## src/rtl/prog_counter_pkg.sv

```systemverilog
// prog_counter_pkg: shared constants and helpers for prog_counter.
//   DIR_UP/DIR_DOWN   : encoding of the 'up' input
//   MODE_WRAP/MODE_SAT: encoding of the 'sat' input
//   pre_width()       : bit width of the prescaler phase register (>= 1)
package prog_counter_pkg;

  localparam logic DIR_UP    = 1'b1;
  localparam logic DIR_DOWN  = 1'b0;
  localparam logic MODE_WRAP = 1'b0;
  localparam logic MODE_SAT  = 1'b1;

  // Width needed to hold 0..p-1; a single-cycle prescaler still gets one bit.
  function automatic int unsigned pre_width(input int unsigned p);
    return (p <= 1) ? 1 : $clog2(p);
  endfunction

endpackage

```

## src/rtl/prog_counter_prescaler.sv

```systemverilog
// prog_counter_prescaler: clock-enable divider for prog_counter.
//   clk     : clock, rising edge
//   rst     : asynchronous active-low reset (phase -> 0)
//   en      : advance the phase this cycle
//   restart : synchronous return of the phase to 0 (clear/load)
//   tick    : en in the last phase slot (combinational)
module prog_counter_prescaler
  import prog_counter_pkg::*;
#(
  parameter int unsigned PRESCALE = 1
) (
  input  logic clk,
  input  logic rst,
  input  logic en,
  input  logic restart,
  output logic tick
);

  localparam int unsigned PW = pre_width(PRESCALE);
  localparam logic [PW-1:0] LAST = PW'(PRESCALE - 1);

  logic [PW-1:0] phase;

  // Tick on the final enabled slot; with PRESCALE=1 the phase is always 0.
  assign tick = en && (phase == LAST);

  // Phase register: holds when en is low so the phase survives gaps.
  always_ff @(posedge clk or negedge rst) begin
    if (!rst) begin
      phase <= '0;
    end else if (restart) begin
      phase <= '0;
    end else if (en) begin
      phase <= tick ? '0 : phase + PW'(1);
    end
  end

endmodule

```

## src/rtl/prog_counter.sv

```systemverilog
// prog_counter: parametrised up/down counter with programmable terminal value,
// wrap/saturate mode, synchronous clear/load, prescaled enable, terminal-count
// pulse and sticky overflow flag.
// Optional comparator enabled by defining PROG_COUNTER_CMP_EN.
//   clk, rst  : clock (rising edge), asynchronous active-low reset
//   en        : count enable (through the prescaler)
//   up, sat   : direction (1=up) and mode (1=saturate, 0=wrap)
//   clr, load : synchronous clear / load of load_val (clr wins)
//   max_val   : upper bound, lower bound is 0
//   ovf_clr   : clears ovf (a simultaneous boundary event wins)
//   cmp_val   : compare value (PROG_COUNTER_CMP_EN only)
//   count, tc, ovf, cmp_match : registered outputs
module prog_counter
  import prog_counter_pkg::*;
#(
  parameter int unsigned WIDTH    = 8,
  parameter int unsigned PRESCALE = 1
) (
  input  logic             clk,
  input  logic             rst,
  input  logic             en,
  input  logic             up,
  input  logic             sat,
  input  logic             clr,
  input  logic             load,
  input  logic [WIDTH-1:0] load_val,
  input  logic [WIDTH-1:0] max_val,
  input  logic             ovf_clr,
`ifdef PROG_COUNTER_CMP_EN
  input  logic [WIDTH-1:0] cmp_val,
`endif
  output logic [WIDTH-1:0] count,
  output logic             tc,
  output logic             ovf,
  output logic             cmp_match
);

  logic             tick;
  logic             restart;
  logic             at_bound;
  logic             bnd_evt;
  logic [WIDTH-1:0] count_nxt;

  assign restart = clr | load;

  prog_counter_prescaler #(
    .PRESCALE (PRESCALE)
  ) u_prescaler (
    .clk     (clk),
    .rst     (rst),
    .en      (en),
    .restart (restart),
    .tick    (tick)
  );

  // Next-count selection: clr > load > tick. '>=' also catches count above
  // max_val after a load or a max_val change.
  always_comb begin
    count_nxt = count;
    bnd_evt   = 1'b0;
    at_bound  = (up == DIR_UP) ? (count >= max_val) : (count == '0);
    if (clr) begin
      count_nxt = '0;
    end else if (load) begin
      count_nxt = load_val;
    end else if (tick) begin
      bnd_evt = at_bound;
      if (up == DIR_UP) begin
        count_nxt = at_bound ? ((sat == MODE_SAT) ? max_val : '0)
                             : count + WIDTH'(1);
      end else begin
        count_nxt = at_bound ? ((sat == MODE_SAT) ? '0 : max_val)
                             : count - WIDTH'(1);
      end
    end
  end

  // Count, terminal-count pulse and sticky overflow.
  always_ff @(posedge clk or negedge rst) begin
    if (!rst) begin
      count <= '0;
      tc    <= 1'b0;
      ovf   <= 1'b0;
    end else begin
      count <= count_nxt;
      tc    <= bnd_evt;
      ovf   <= bnd_evt | (ovf & ~ovf_clr);
    end
  end

`ifdef PROG_COUNTER_CMP_EN
  // Registered from count_nxt so the match lines up with count itself.
  always_ff @(posedge clk or negedge rst) begin
    if (!rst) begin
      cmp_match <= 1'b0;
    end else begin
      cmp_match <= (count_nxt == cmp_val);
    end
  end
`else
  assign cmp_match = 1'b0;
`endif

endmodule

```

## config.mk

```make
export PLATFORM = sky130hd
export DESIGN_NAME = prog_counter
export DESIGN_NICKNAME = d
export VERILOG_FILES = /design/src/rtl/prog_counter_pkg.sv /design/src/rtl/prog_counter_prescaler.sv /design/src/rtl/prog_counter.sv
export SDC_FILE = /design/constraint.sdc
export NUM_CORES = 1
export LEC_CHECK = 0
export BUFFER_PORTS_ARGS = -buffer_cell sky130_fd_sc_hd__buf_4
export CAP_MARGIN = 10
export CORE_UTILIZATION = 56
export CTS_CLUSTER_DIAMETER = 60
export DETAILED_ROUTE_END_ITERATION = 8
export PLACE_DENSITY = 0.84
export SLEW_MARGIN = 20
export SYNTH_ARGS = -nofsm -noshare
export SYNTH_HDL_FRONTEND = slang
export SYNTH_SLANG_ARGS = --single-unit
```

## constraint.sdc

```tcl
create_clock -name clk -period 3.79 [get_ports clk]
set_input_delay 0 -clock clk [delete_from_list [all_inputs] [get_ports clk]]
set_output_delay 0 -clock clk [all_outputs]
set_load 0.05 [all_outputs]
```

==> results.md <==
- Run status: complete, no violations
- Hold Fails Final Rpt: 0
- Synth Flop Type: dfrtp_1
- Initial Utilization: 0.597
- WP depth: 7
- Area Growth Syn to Fin: 27.4%
- Slew @ Worst Pin: 0.584 ns
- Kind of cell adding the most delay to the critical path: compound AO/OA/AOI/OAI gates
- Root Driver: clkbuf_4
- Reg2reg path depth: 7
- Reg clk slew, reported paths: 0.09 ns
- I/O pin count: 35
- Vias in the first global route: 1341
- Power Dens Cells: 279 nW/µm²
- Post-cts sizing count: 0
- Largest family of logic cells by synthesized area: compound AO/OA/AOI/OAI gates
- Postcts setup bufs: 0
- Total Routing Usage GR: 0.321
- Gate Count Post-Synth: 158
- Die ar.: 2560 µm²
- Worst path cell trace: ha_1 -> nor2b_1 -> o211a_1 -> o311a_1 -> o22ai_2 -> mux2i_1 -> o21ai_0
- Syn Nets: 193
- Non-Filler Instances: 225
- ANT nets after route: 0
- Fraction of the mapped netlist area in simple logic gates: 0.191
- Post-synth EDFFs: 0
- Worst flop-to-flop path endpoint: count[3]
- First-pass GRT wire length: 6080 µm
- Total Routed Length: 3670 µm
- Placed cell area: 1540 µm²
- Max-cap violation count: 0
- Worst EP required: 3.95 ns
- Clock sink count: 11
- Synth Area in Adders: 0.104
- Clock latency on the worst-skew pair: 0.29 ns
- Hold WC Path Type: input port to register
- Netlist cell types: 45
- Total negative slack: 0 ns
- Most frequent cells in the layout: 34 x buf_4, 16 x inv_1, 14 x nand2_1
- Std-Cell Rows: 17
- H-tree Lvls: 1
- Final nets: 233
- Post-synthesis xor/xnor area fraction: 0.0863
- R2r startpoint: count[1]
- Avg Inst Size Synth: 8.35 µm²
- Crit path capture: count[3]
- DP HPWL: 2720 µm
- CP bufs+invs: 0
- Worst setup EP type: register
- Rel. slew slack: 0.610
- Final Slew Violations: 0
- Final Critical Period: 2.53 ns
- Worst VDD drop: 0.231 mV
- Drt wl/cell: 16.3 µm
- Hold-fix buffers at CTS: 11
- Vias per Instance: 6.09
- Leakage Power: 0.827 nW
- Final routed DRC violation total: 0
- Crit path from: count[1]
- Layout cells sized above 1: 0.228
- Worst Path Arrival: 2.69 ns
- Most common cell after layout, fill and taps aside: buf_4
- Crit share post-route: 0.667
- Synth Area in Compound Gates: 0.263
- Total grt overflow: 0
- Initial antenna violation count: 0
- Gpl congestion: 0.934
- TritonCTS clock tree: yes
- # setup viols final: 0
- Sequential-to-total area share from yosys stat: 0.209
- RSZ-0062 raised after global routing: false
- Overall die height: 50.6 µm
- Worst hold stages: 2
- CP Launch Type: register
- Critical path's largest stage delay: 0.49 ns
- Vias: 1370
- Mapped cell area: 1320 µm²
- Design area: 1680 µm²
- Largest net degree at the start of global routing: 13
- Mux cell area share after synthesis: 0.0464
- DP Cell Count: 210
- Clk_skew: 0.00800 ns
- Hold wc startpoint: load
- Core area: 2210 µm²
- CTS Buf Count: 3
- Syn. warnings: 0
- Die W: 50.6 µm
- CTS Buffer Depth: 2
- Port Buffers: 33
- Drt first pass iters: 4
- Critical path fanouts, max: 8
- # diodes: 0
- Number of DRC markers in iteration 0: 70
- FF+latch count, synth: 11
- Async SR Flop Fraction: 1.00
- Internal reg-to-reg setup slack: 1.26 ns
- Critical path's slowest cell: dfrtp_1
- Setup CP Type: register to register
- Max frequency: 395 MHz
power breakdown:
part           internal [W]  leakage [nW]  total (W)  switching [W]
Combinational     0.0000994         0.663   0.000230       0.000131
Clock             0.0000393        0.0177  0.0000915      0.0000522
Sequential         0.000126         0.146   0.000148      0.0000228
Total              0.000264         0.827   0.000470       0.000206
logic make-up after synthesis:
kind of cell	Yosys count
buffers and inverters	27
DFF	11
AOI/OAI and AO/OA	42
adders and majority gates	11
other	1
and+or+nand+nor	47
xor gates and xnor gates	13
muxes	6
per-layer routing:
layer  global-route usage  share of wire
met4                0.139          0.013
met1                0.423           0.41
met5                    0              0
met3               0.0424          0.085
met2                0.524           0.49
stage by stage:
step           hold slack (ns)  power [W]  setup slack, ns   util
2_1_floorplan           -0.296   0.000309             1.25      -
3_3_place_gp            -0.151   0.000364             1.41  0.698
3_5_place_dp            -0.145   0.000369             1.35  0.698
4_1_cts                0.00635   0.000469             1.32  0.760
5_1_grt                 0.0371   0.000494             1.18  0.760
6_report               0.00623   0.000470             1.26  0.760
worst min path at each step:
stage | to | slack, ns
final | count[1] | 0.006
after global routing | count[1] | 0.04
after CTS | count[1] | 0.006
after detailed placement | count[4] | -0.15
after global placement | count[4] | -0.15
after floorplan | count[0] | -0.30
synthesized netlist by cell type, drive strengths merged (2+ instances only):
cell type | number | area [µm²]
xor2 | 7 | 61.3
clkbuf | 3 | 11.3
nor3 | 7 | 35.0
inv | 16 | 60.1
a2111oi | 2 | 17.5
o21ai | 9 | 45.0
o31a | 2 | 17.5
a221oi | 2 | 17.5
xnor2 | 6 | 52.6
ha | 11 | 138
and3 | 2 | 12.5
a311o | 3 | 30.0
nand2 | 14 | 52.6
a22oi | 6 | 45.0
o22ai | 2 | 18.8
nor2 | 8 | 32.5
a31oi | 3 | 18.8
nor4b | 3 | 41.3
mux2i | 5 | 50.1
nand3 | 7 | 35.0
a211oi | 3 | 22.5
nor2b | 4 | 25.0
dfrtp | 11 | 275
buf | 7 | 55.1
sequential cells by signal, indices dropped and copies added (netlist names):
name / flops
count: 8
tc: 1
ovf: 1
u_prescaler.phase: 1
layout make-up:
type                    count  area [µm²]
clock buffers               3        22.5
multi-input cells         120         915
clock inverters             1        5.00
flip-flops and latches     11         275
well taps                  28        35.0
fillers                   165         531
repair buffers             45         365
inverters                  17        63.8
(Power assumes the default switching activity.)
